===== src/rtl/cavlc_level_decode_gen2.sv =====
// CAVLC level decoder: trailing-one signs, then level_prefix/level_suffix
// codes pulled from a barrel-shifter window, one signed level per handshake.
module cavlc_level_decode_gen2 #(
    parameter int WIN_W      = 16,
    parameter int LEVEL_W    = 16,
    parameter int MAX_COEFF  = 16,
    parameter int MAX_PREFIX = 15,
    parameter int CNT_W      = $clog2(MAX_COEFF + 1),
    parameter int SHIFT_W    = $clog2(WIN_W + 1)
) (
    input  logic                      Clk,
    input  logic                      nReset,
    input  logic                      Start,
    input  logic [CNT_W-1:0]          TotalCoeff,
    input  logic [1:0]                TrailingOnes,
    input  logic [WIN_W-1:0]          Bits,
    input  logic                      BitsValid,
    output logic [SHIFT_W-1:0]        NumShift,
    output logic                      ShiftEn,
    output logic signed [LEVEL_W-1:0] LevelOut,
    output logic [CNT_W-1:0]          LevelIdx,
    output logic                      LevelValid,
    input  logic                      LevelReady,
    output logic                      Busy,
    output logic                      Done,
    output logic                      Error
);

    localparam int LCW = LEVEL_W + 2;
    localparam int MW  = LCW + 1;
    localparam logic [MW-1:0] POS_MAX = (MW'(1) << (LEVEL_W - 1)) - MW'(1);

    typedef enum logic [2:0] {IDLE, T1, PREFIX, SUFFIX, FIN} stateT;

    stateT state, nextState;

    logic [CNT_W-1:0]   tcR;
    logic [CNT_W-1:0]   cnt;
    logic [1:0]         t1R;
    logic [2:0]         sL;
    logic               firstR;
    logic               errR;
    logic               errNext;
    logic [SHIFT_W-1:0] prefixR;
    logic [SHIFT_W-1:0] sizeR;

    logic               idle;
    logic               startGo;
    logic               badStart;
    logic               parsing;
    logic               accept;
    logic               lastAccept;
    logic               step;
    logic               prefixErr;
    logic               levelDone;
    logic               loadSuffix;
    logic [SHIFT_W-1:0] lz;
    logic [SHIFT_W-1:0] sizeCur;
    logic [SHIFT_W-1:0] pfx;
    logic [SHIFT_W-1:0] pMin;
    logic [WIN_W-1:0]   suf;
    logic [LCW-1:0]     lc;
    logic [MW-1:0]      mag;
    logic [MW-1:0]      magSat;
    logic [MW-1:0]      thr;
    logic               neg;
    logic [LEVEL_W-1:0] levelVal;
    logic [2:0]         sLa;
    logic [2:0]         sLn;
    int                 escSh;

    // Leading zeros from the MSB; WIN_W means no 1 in the window.
    function automatic logic [SHIFT_W-1:0] lzc(input logic [WIN_W-1:0] b);
        lzc = SHIFT_W'(WIN_W);
        for (int i = 0; i < WIN_W; i++) begin
            if (b[i]) lzc = SHIFT_W'(WIN_W - 1 - i);
        end
    endfunction

    assign idle       = (state == IDLE) || (state == FIN);
    assign startGo    = idle && Start;
    assign badStart   = (int'(TotalCoeff) > MAX_COEFF)
                     || (CNT_W'(TrailingOnes) > TotalCoeff);
    assign parsing    = ((state == T1) || (state == PREFIX) || (state == SUFFIX))
                     && (cnt < tcR);
    assign accept     = LevelValid && LevelReady;
    assign lastAccept = accept && !idle && (LevelIdx == tcR - CNT_W'(1));
    assign step       = parsing && BitsValid && (!LevelValid || LevelReady);
    assign lz         = lzc(Bits);
    assign prefixErr  = (int'(lz) >= WIN_W) || (int'(lz) > MAX_PREFIX);
    assign levelDone  = step && ((state == T1) || (state == SUFFIX)
                     || ((state == PREFIX) && !prefixErr && (sizeCur == '0)));
    assign loadSuffix = step && (state == PREFIX) && !prefixErr && (sizeCur != '0);

    always_comb begin
        pfx = (state == SUFFIX) ? prefixR : lz;
        suf = (state == SUFFIX) ? (Bits >> (WIN_W - int'(sizeR))) : '0;
        if ((lz == SHIFT_W'(14)) && (sL == 3'd0)) sizeCur = SHIFT_W'(4);
        else if (int'(lz) >= 15)                 sizeCur = lz - SHIFT_W'(3);
        else                                      sizeCur = SHIFT_W'(sL);
        pMin  = (int'(pfx) >= 15) ? SHIFT_W'(15) : pfx;
        escSh = int'(pfx) - 3;
        lc = (LCW'(pMin) << sL) + LCW'(suf);
        if ((int'(pfx) >= 15) && (sL == 3'd0)) lc = lc + LCW'(15);
        if (int'(pfx) >= 16) lc = lc + (LCW'(1) << escSh) - LCW'(4096);
        if (firstR && (t1R != 2'd3)) lc = lc + LCW'(2);
        if (state == T1) begin
            neg = Bits[WIN_W-1];
            mag = MW'(1);
        end else begin
            neg = lc[0];
            mag = lc[0] ? ((MW'(lc) + MW'(1)) >> 1) : ((MW'(lc) + MW'(2)) >> 1);
        end
        if (neg) magSat = (mag > POS_MAX + MW'(1)) ? POS_MAX + MW'(1) : mag;
        else     magSat = (mag > POS_MAX) ? POS_MAX : mag;
        levelVal = neg ? LEVEL_W'(~magSat + MW'(1)) : LEVEL_W'(magSat);
        // Suffix-length adaptation uses the unsaturated magnitude.
        sLa = (sL == 3'd0) ? 3'd1 : sL;
        thr = MW'(3) << (sLa - 3'd1);
        sLn = ((mag > thr) && (sLa < 3'd6)) ? sLa + 3'd1 : sLa;
    end

    always_ff @(posedge Clk or negedge nReset) begin
        if (!nReset) begin
            state <= IDLE;
            errR  <= 1'b0;
        end else begin
            state <= nextState;
            errR  <= errNext;
        end
    end

    always_comb begin
        nextState = state;
        errNext   = 1'b0;
        unique case (state)
            IDLE, FIN: begin
                nextState = IDLE;
                if (Start) begin
                    if (badStart) begin
                        nextState = FIN;
                        errNext   = 1'b1;
                    end else if (TotalCoeff == '0) nextState = FIN;
                    else if (TrailingOnes != 2'd0) nextState = T1;
                    else                            nextState = PREFIX;
                end
            end
            T1: begin
                if (lastAccept) nextState = FIN;
                else if (step)
                    nextState = (cnt + CNT_W'(1) < CNT_W'(t1R)) ? T1 : PREFIX;
            end
            PREFIX: begin
                if (lastAccept) nextState = FIN;
                else if (step && prefixErr) begin
                    nextState = FIN;
                    errNext   = 1'b1;
                end else if (loadSuffix) nextState = SUFFIX;
            end
            SUFFIX: begin
                if (step) nextState = PREFIX;
            end
            default: nextState = IDLE;
        endcase
    end

    always_comb begin
        Busy     = !idle;
        Done     = (state == FIN);
        Error    = (state == FIN) && errR;
        ShiftEn  = step && !((state == PREFIX) && prefixErr);
        NumShift = '0;
        if (ShiftEn) begin
            unique case (1'b1)
                state == T1:     NumShift = SHIFT_W'(1);
                state == PREFIX: NumShift = lz + SHIFT_W'(1);
                state == SUFFIX: NumShift = sizeR;
                default:         NumShift = '0;
            endcase
        end
    end

    always_ff @(posedge Clk or negedge nReset) begin
        if (!nReset) begin
            tcR        <= '0;
            t1R        <= '0;
            cnt        <= '0;
            sL         <= '0;
            firstR     <= 1'b0;
            prefixR    <= '0;
            sizeR      <= '0;
            LevelOut   <= '0;
            LevelIdx   <= '0;
            LevelValid <= 1'b0;
        end else begin
            if (startGo) begin
                tcR    <= TotalCoeff;
                t1R    <= TrailingOnes;
                cnt    <= '0;
                sL     <= ((int'(TotalCoeff) > 10) && (TrailingOnes != 2'd3)) ? 3'd1 : 3'd0;
                firstR <= 1'b1;
            end else if (levelDone) begin
                LevelOut   <= levelVal;
                LevelIdx   <= cnt;
                LevelValid <= 1'b1;
                cnt        <= cnt + CNT_W'(1);
                if (state != T1) begin
                    sL     <= sLn;
                    firstR <= 1'b0;
                end
            end else if (accept) begin
                LevelValid <= 1'b0;
            end
            if (loadSuffix) begin
                prefixR <= lz;
                sizeR   <= sizeCur;
            end
        end
    end

endmodule


===== config.mk =====
export PLATFORM = sky130hd
export DESIGN_NAME = cavlc_level_decode_gen2
export DESIGN_NICKNAME = d
export VERILOG_FILES = /design/src/rtl/cavlc_level_decode_gen2.sv
export SDC_FILE = /design/constraint.sdc
export NUM_CORES = 1
export LEC_CHECK = 0
export BUFFER_PORTS_ARGS = -buffer_cell sky130_fd_sc_hd__buf_2
export CELL_PAD_IN_SITES_DETAIL_PLACEMENT = 1
export CELL_PAD_IN_SITES_GLOBAL_PLACEMENT = 2
export CORE_UTILIZATION = 25
export CTS_BUF_LIST = sky130_fd_sc_hd__clkbuf_4
export DETAILED_ROUTE_END_ITERATION = 6
export MAX_ROUTING_LAYER = met4
export PLACE_DENSITY_LB_ADDON = 0.1
export SETUP_SLACK_MARGIN = 0.5
export SYNTH_ARGS = -nofsm -noshare
export SYNTH_HDL_FRONTEND = slang
export SYNTH_SLANG_ARGS = --single-unit

===== constraint.sdc =====
create_clock -name Clk -period 12.01 [get_ports Clk]
set_clock_uncertainty 0.2 [all_clocks]
set_input_delay 0.6005 -clock Clk [delete_from_list [all_inputs] [get_ports Clk]]
set_output_delay 0.6005 -clock Clk [all_outputs]
set_load 0.05 [all_outputs]

# ---- Word-level counts from Yosys, hierarchy flattened
# Cells that the tools add are included.
# Widths: inputs -> output; s select.
dict set report classes {
  n_reduce_logical 48
  addsub 16
  eq_ne 12
  n_lt_le_gt_ge 14
  shift 4
  n_mux 63
  bitwise 2
}
# operator n
set ops {}
lappend ops {{$mux 5} 23}
lappend ops {{$mux 18} 5}
lappend ops {{$mux 16} 5}
lappend ops {{$mux 3} 14}
lappend ops {{$shl 1x32->18 const A} 1}
lappend ops {{$shr 16x32->16} 1}
lappend ops {{$logic_and 1x1->1} 22}
lappend ops {{$add 18x1->19 const B} 1}
lappend ops {{$add 18x2->19 const B} 1}
lappend ops {{$gt 18x19->1} 1}
lappend ops {{$shl 2x3->19 const A} 1}
lappend ops {{$add 18x16->18} 1}
lappend ops {{$add 18x18->18} 1}
lappend ops {{$add 18x2->18 const B} 1}
lappend ops {{$add 18x4->18 const B} 1}
lappend ops {{$gt 18x15->1 const B} 1}
lappend ops {{$gt 18x16->1 const B} 1}
lappend ops {{$shl 5x3->18} 1}
lappend ops {{$sub 18x13->18 const B} 1}
lappend ops {{$add 16x1->16 const B} 1}
lappend ops {{$not 16->16} 1}
lappend ops {{$pmux 5 s3} 1}
lappend ops {{$pmux 3 s4} 1}
lappend ops {{$mux 1} 11}
lappend ops {{other kinds (36)} 61}
dict set report totals {
  elab_cells 171
  in_bits 28
  register_bits 52
}

# ---- Depth between registers and ports, before layout
dict set report depth {
  ltp_word 37
  mapped_depth 51
  ltp_nobuf 46
}

# ---- Worst setup path after synthesis
# OpenSTA, ideal clock, no wires.
dict set report synth_path {
  kind {input to register}
  from {in Bits[8]}
  to {reg LevelOut[12]}
  stages 46
  path_buffers 4
  t_arrival_ns 10.559
  setup_ns 0.120
  slack_ns 1.131
  cell_sequence {nand2b_1 -> a221oi_1 -> a211oi_2 -> a221oi_2 -> inv_2 -> clkbuf_1 -> ha_1 -> clkbuf_1 -> a21oi_1 -> buf_2 -> o21ai_0 -> a211oi_1 -> a21oi_1 -> and2_1 -> ha_1 -> and3_1 -> a221oi_2 -> xnor2_1 -> [10 not listed] -> o31ai_1 -> or3_1 -> a21oi_1 -> nor3_1 -> a41oi_1 -> or2_0 -> clkbuf_1 -> nor4b_1 -> o21ai_0 -> a2111o_1 -> o21ai_4 -> nor2_1 -> a2bb2oi_1 -> ha_1 -> nand2_1 -> a21oi_2 -> or4_1 -> and3_1}
}
dict set report synth_via {
  elab_chain_cells 29
}
# item line_no
set synth_lines {}
lappend synth_lines {{start: declaration} 16} ;# input logic [WIN_W-1:0] Bits,
lappend synth_lines {{$mux 5 (8 in a row)} 76} ;# if (b[i]) lzc = SHIFT_W'(WIN_W - 1 - i);
lappend synth_lines {{$mux 5} 96} ;# pfx = (state == SUFFIX) ? prefixR : lz;
lappend synth_lines {{$ge 5x4->1} {101, 104}}
lappend synth_lines {{$mux 5} 101} ;# pMin = (int'(pfx) >= 15) ? SHIFT_W'(15) : pfx;
lappend synth_lines {{$shl 5x3->18} 103} ;# lc = (LCW'(pMin) << sL) + LCW'(suf);
lappend synth_lines {{$add 18x16->18} 103}
lappend synth_lines {{$add 18x4->18} 104} ;# if ((int'(pfx) >= 15) && (sL == 3'd0)) lc = lc + LCW'(15);
lappend synth_lines {{$mux 18} 104}
lappend synth_lines {{[6 not listed]} -}
lappend synth_lines {{$mux 18} 112} ;# mag = lc[0] ? ((MW'(lc) + MW'(1)) >> 1) : ((MW'(lc) + MW'(2)) >> 1);
lappend synth_lines {{$mux 18} 107} ;# if (state == T1) begin
lappend synth_lines {{$gt 18x15->1 / $gt 18x16->1 (equally long branches)} {115, 114}}
lappend synth_lines {{$mux 16, on equally long branches} {115, 114}}
lappend synth_lines {{$mux 16} 114} ;# if (neg) magSat = (mag > POS_MAX + MW'(1)) ? POS_MAX + MW'(1) : mag;
lappend synth_lines {{$not 16->16} 116} ;# levelVal = neg ? LEVEL_W'(~magSat + MW'(1)) : LEVEL_W'(magSat);
lappend synth_lines {{$add 16x1->16} 116}
lappend synth_lines {{$mux 16} 116}
lappend synth_lines {{end signal: assignment} 203} ;# LevelOut <= levelVal;
lappend synth_lines {{end: declaration} 20} ;# output logic signed [LEVEL_W-1:0] LevelOut,
# Several ways; a longest one is shown, not always the timed one.
# A chain may end at the register's enable or synchronous reset.

# ---- Worst setup path after layout
dict set report layout_path {
  from {in Bits[12]}
  to {reg LevelOut[12]}
}
dict set report layout_via {
  elab_chain_cells 25
}
# item line_no
set layout_lines {}
lappend layout_lines {{$mux 5 (4 in a row)} 76}
lappend layout_lines {{$mux 5} 96}
lappend layout_lines {{$ge 5x4->1} {101, 104}}
lappend layout_lines {{$mux 5} 101}
lappend layout_lines {{$shl 5x3->18} 103}
lappend layout_lines {{$add 18x16->18} 103}
lappend layout_lines {{$add 18x4->18} 104}
lappend layout_lines {{$mux 18} 104}
lappend layout_lines {{[6 not listed]} -}
lappend layout_lines {{$mux 18} 112}
lappend layout_lines {{$mux 18} 107}
lappend layout_lines {{$gt 18x15->1 / $gt 18x16->1 (equally long branches)} {115, 114}}
lappend layout_lines {{$mux 16, on equally long branches} {115, 114}}
lappend layout_lines {{$mux 16} 114}
lappend layout_lines {{$not 16->16} 116}
lappend layout_lines {{$add 16x1->16} 116}
lappend layout_lines {{$mux 16} 116}
# Several ways; a longest one is shown, not always the timed one.

==> results <==
- The sum of routed wire length over all layers is approximately 36 mm.
- The clock transition time at the flip-flop clock pins of the worst setup and hold paths is 150 ps.
- The slowest stage of the critical path belongs to the cell sky130_fd_sc_hd__or4_4.
- Data on the critical path arrives at its endpoint at 10,960 ps.
- The average footprint of a synthesized cell is 7.35 um^2.
- The synthesized design contains 0 enable-type register cells.
- The launch instance of the worst register-to-register path is state[2].
- The clock reaches the later pin of the worst-skew pair after 440 ps.
- Yosys mapped the design onto 109 distinct sky130hd cell types.
- The met3 track demand over resource in global routing is 1.55%.
- The relative area change from synthesis to final layout is 11.3%.
- In the global route stage, overall resource usage came out at 19.6%.
- The worst slew margin relative to its limit is 37.2%.
- The max-slew violation count is 0.
- CTS built an H-tree with a depth of 2.
- The die is 195 um tall.
- The analysis attributes to cell leakage a power of 4.24 nW.
- The post-synthesis instance total is roughly 1.3k.
- The endpoint of the worst register-to-register path is LevelOut[12].
- The most used routing layer in global routing is met2.
- The routed design could run at a clock period as short as 10,830 ps.
- The violation count after the first detailed-routing iteration is 375.
- The data required time of the worst path is 12,140 ps.
- The number of sinks handled by clock tree synthesis is 52.
- For this run, global-route usage on met1 was measured as a little over a quarter.
- After detailed routing, the average wire length per cell comes to 20.2 um.
- The worst supply voltage drop on vdd is 0.123 mV.
- In the post-synthesis netlist, the biggest area contributors are sky130_fd_sc_hd__dfrtp_1 (14%), sky130_fd_sc_hd__ha_1 (10%), sky130_fd_sc_hd__nand2_1 (5.8%), sky130_fd_sc_hd__nor2_1 (5.1%), sky130_fd_sc_hd__xnor2_1 (4.9%).
- Routability-driven placement finished with a final weighted congestion of a little over 0.8.
- The aggregate global routing overflow is 0.
- The first global-routing pass estimated about 58 mm of wire.
- The finished cells cover 10,400 um^2.
- The number of failing hold endpoints at the final stage is 0.
- The number of core rows is 70.
- The nature of the critical path startpoint is an input port.
- For this block, the via count after detailed routing is between 9k and 10k.
- Setup repair after global routing left no endpoint under its margin.
- The critical path is of the input port to flop type.
- Max-cap violations in this run came to 0.
- The cell type with the highest aggregate area in the netlist is sky130_fd_sc_hd__dfrtp_1.
- Clock tree synthesis inserted a total of 5 buffers.
- The core region area is 36,700 um^2.
- The first TritonRoute pass finished after 4 iterations.
- The net count after synthesis is 1,374.
- The maximum number of pins on one net before global-route repair is 53.
- The commonest register cell after synthesis is sky130_fd_sc_hd__dfrtp_1.
- The floorplan die width is 195 um.
- In this run the power density over the cells is 188 nW/um^2.
- The residual antenna-violating net count after detailed routing is 0.
- In this run the count of I/O pins placed on the die edge is 59.
- The maximum fanout along the worst path is 10.
- After the last flow step, the layout net total stands at 1,412.
- The number of global-route vias before repair is a little over 10k.
- After synthesis, the most frequently instantiated cells are sky130_fd_sc_hd__nand2_1 (145), sky130_fd_sc_hd__nor2_1 (128), sky130_fd_sc_hd__o21ai_0 (82).
- The met2 demand-to-capacity share in global routing is 32.4%.
- The tree is rooted in a sky130_fd_sc_hd__clkbuf_4.
- The synthesized design contains 52 register bits.
- The repair_antennas step left the layout with diodes totalling 0.
- The via count normalized by instance count is approximately 5.5.
- The initial antenna violation count is 0.
- TritonCTS built the clock tree.
- The longest individual stage delay on the worst path is 580 ps.
- The number of buffers on the longest clock path is 2.
- The floorplan die area is 38,100 um^2.
- The DRC violations left is 0.
- The placed standard-cell area is about 10,000 um^2.
- In this run the worst hold path is classified as input port to asynchronous set/reset pin.
- Setup violations remaining at the end of the flow were counted as 0.
- Across all register-to-register paths, the minimum setup slack is 1220 ps.
- The placed wire-length estimate after detailed placement is roughly 29 mm.
- The length in cells of the worst reg-to-reg path is 45.
- For this run, the number of Yosys warnings is 0.
- In the final layout, the share of cells above drive strength 1 is 14.7%.
- The part of the Yosys area used for sequential elements is 13.9%.
- The achievable frequency is 92.4 MHz.
- For this run, asynchronously set or reset flops after synthesis account for 100%.
- The transition time of the tightest slew-check pin is 936 ps.
- The number of buffer and inverter instances along the worst setup path is 4.
- The run finished with clean final reports.
- In the finished design, the share of the clock period the worst path needs comes to 90.2%.
- Hold timing on the final database bottoms out at a slack of 84.7 ps.
- The critical path's most frequent cell is sky130_fd_sc_hd__nand2_1.
- The number of I/O port buffers is 58.
- The total power after layout is 1.95 mW.
- By instance count, the leading cell after synthesis is sky130_fd_sc_hd__nand2_1.
- The post-synthesis instance area is 9330 um^2.
- The proportion of netlist area held by the largest area contributor is 13.9%.
- STA classifies the critical path endpoint as a flop.
- The initial core utilization is 25.4%.
- After routing, the total negative slack on setup checks comes to 0 ps.
- Grouping stages by cell kind, the critical path spends the most delay in compound AO/OA/AOI/OAI gates.
area by class of cell:
| class | count | area (um^2) |
|---|---|---|
| fill | 4481 | 26300 |
| multi-input combinational | 1099 | 7670 |
| sequential | 52 | 1300 |
| tap | 468 | 586 |
| timing repair buffer | 94 | 561 |
| inverter | 55 | 206 |
| clock buffer | 6 | 45.0 |
| clock inverter | 2 | 16.3 |
registers in the layout, summed over array words and instances, names as in the netlist:
signal      cells
LevelOut       16
t1R             2
LevelIdx        5
cnt             5
sL              3
state           3
sizeR           5
errR            1
LevelValid      1
prefixR         5
tcR             5
firstR          1
metrics by stage:
step	setup slack (ps)	cells	util [%]
3_3_place_gp	140	1766	27.8
4_1_cts	557	1774	28.0
2_1_floorplan	1130	1269	-
6_report	1180	1776	28.3
3_5_place_dp	72.6	1766	27.8
5_1_grt	483	1776	28.3
kinds of logic after synthesis:
logic type | count (synthesis) | share of synthesized area, %
other cells | 1 | 0.0402
simple gates | 529 | 28.9
fa+ha+maj | 77 | 10.5
xor+xnor | 78 | 7.32
flops | 52 | 13.9
compound gates | 383 | 29.0
buf+inv | 118 | 5.11
mux | 31 | 5.26
where the power goes:
part	internal [mW]	total [mW]	leakage (nW)	switching (mW)
sequential	0.232	0.292	0.676	0.0600
clock	0.0256	0.0940	0.0319	0.0684
combinational	0.566	1.57	3.53	0.999
how the worst max path moves through the flow:
stage,start,endpoint,slack [ps],cells past startpoint
final,Bits[12],LevelOut[12],1180,44
after global routing,state[2],LevelOut[12],480,45
after CTS,state[0],LevelOut[12],560,42
after detailed placement,Bits[1],LevelOut[12],70,45
after global placement,Bits[8],LevelOut[12],140,42
after floorplan,Bits[8],LevelOut[12],1130,46
per-layer routing:
| metal | routed length [um] | part of all wire [%] | vias to the layer above |
|---|---|---|---|
| li1 | - | - | 4824 |
| met1 | 18100 | 51 | 4816 |
| met2 | 16900 | 47 | 98 |
| met3 | 681 | 1.9 | 13 |
| met4 | 180 | 0.50 | 0 |
| met5 | 0 | 0 | - |
repair_timing:
| action | CTS | global route |
|---|---|---|
| gates resized for setup | 1 | 21 |
| buffers inserted | 0 | 2 |
| hold buffers | 0 | 0 |
| endpoints found under the setup margin | 1 | 15 |
| pin swaps | 0 | 2 |
worst register-to-register path: cells and delay by family, from the launching register on:
family                   cells  cell delay [ps]
AO/OA/AOI/OAI               21             5190
XOR/XNOR                     3              590
adder cells (fa/ha/maj)      5             1600
buffers and inverters        5              710
flip-flops                   1              410
AND/OR/NAND/NOR             11             2010
cells in the final DEF, fill, tap and decap left out, types with 14 or more instances in the layout:
cell type	instances
sky130_fd_sc_hd__nand2_1	145
sky130_fd_sc_hd__o31ai_1	14
sky130_fd_sc_hd__ha_1	72
sky130_fd_sc_hd__buf_4	36
sky130_fd_sc_hd__nor2_1	127
sky130_fd_sc_hd__o22ai_1	17
sky130_fd_sc_hd__a21oi_1	69
sky130_fd_sc_hd__nor3_1	29
sky130_fd_sc_hd__o21ai_0	80
sky130_fd_sc_hd__o21a_1	14
sky130_fd_sc_hd__and2_1	19
sky130_fd_sc_hd__nor4_1	14
sky130_fd_sc_hd__xnor2_1	52
sky130_fd_sc_hd__buf_2	58
sky130_fd_sc_hd__dfrtp_1	52
sky130_fd_sc_hd__a31oi_1	18
sky130_fd_sc_hd__nand4_1	26
sky130_fd_sc_hd__and3_1	15
sky130_fd_sc_hd__xor2_1	24
sky130_fd_sc_hd__a21o_1	18
sky130_fd_sc_hd__nand2b_1	23
sky130_fd_sc_hd__o211ai_1	15
sky130_fd_sc_hd__nand3_1	34
sky130_fd_sc_hd__inv_1	53
(Power assumes the default switching activity.)
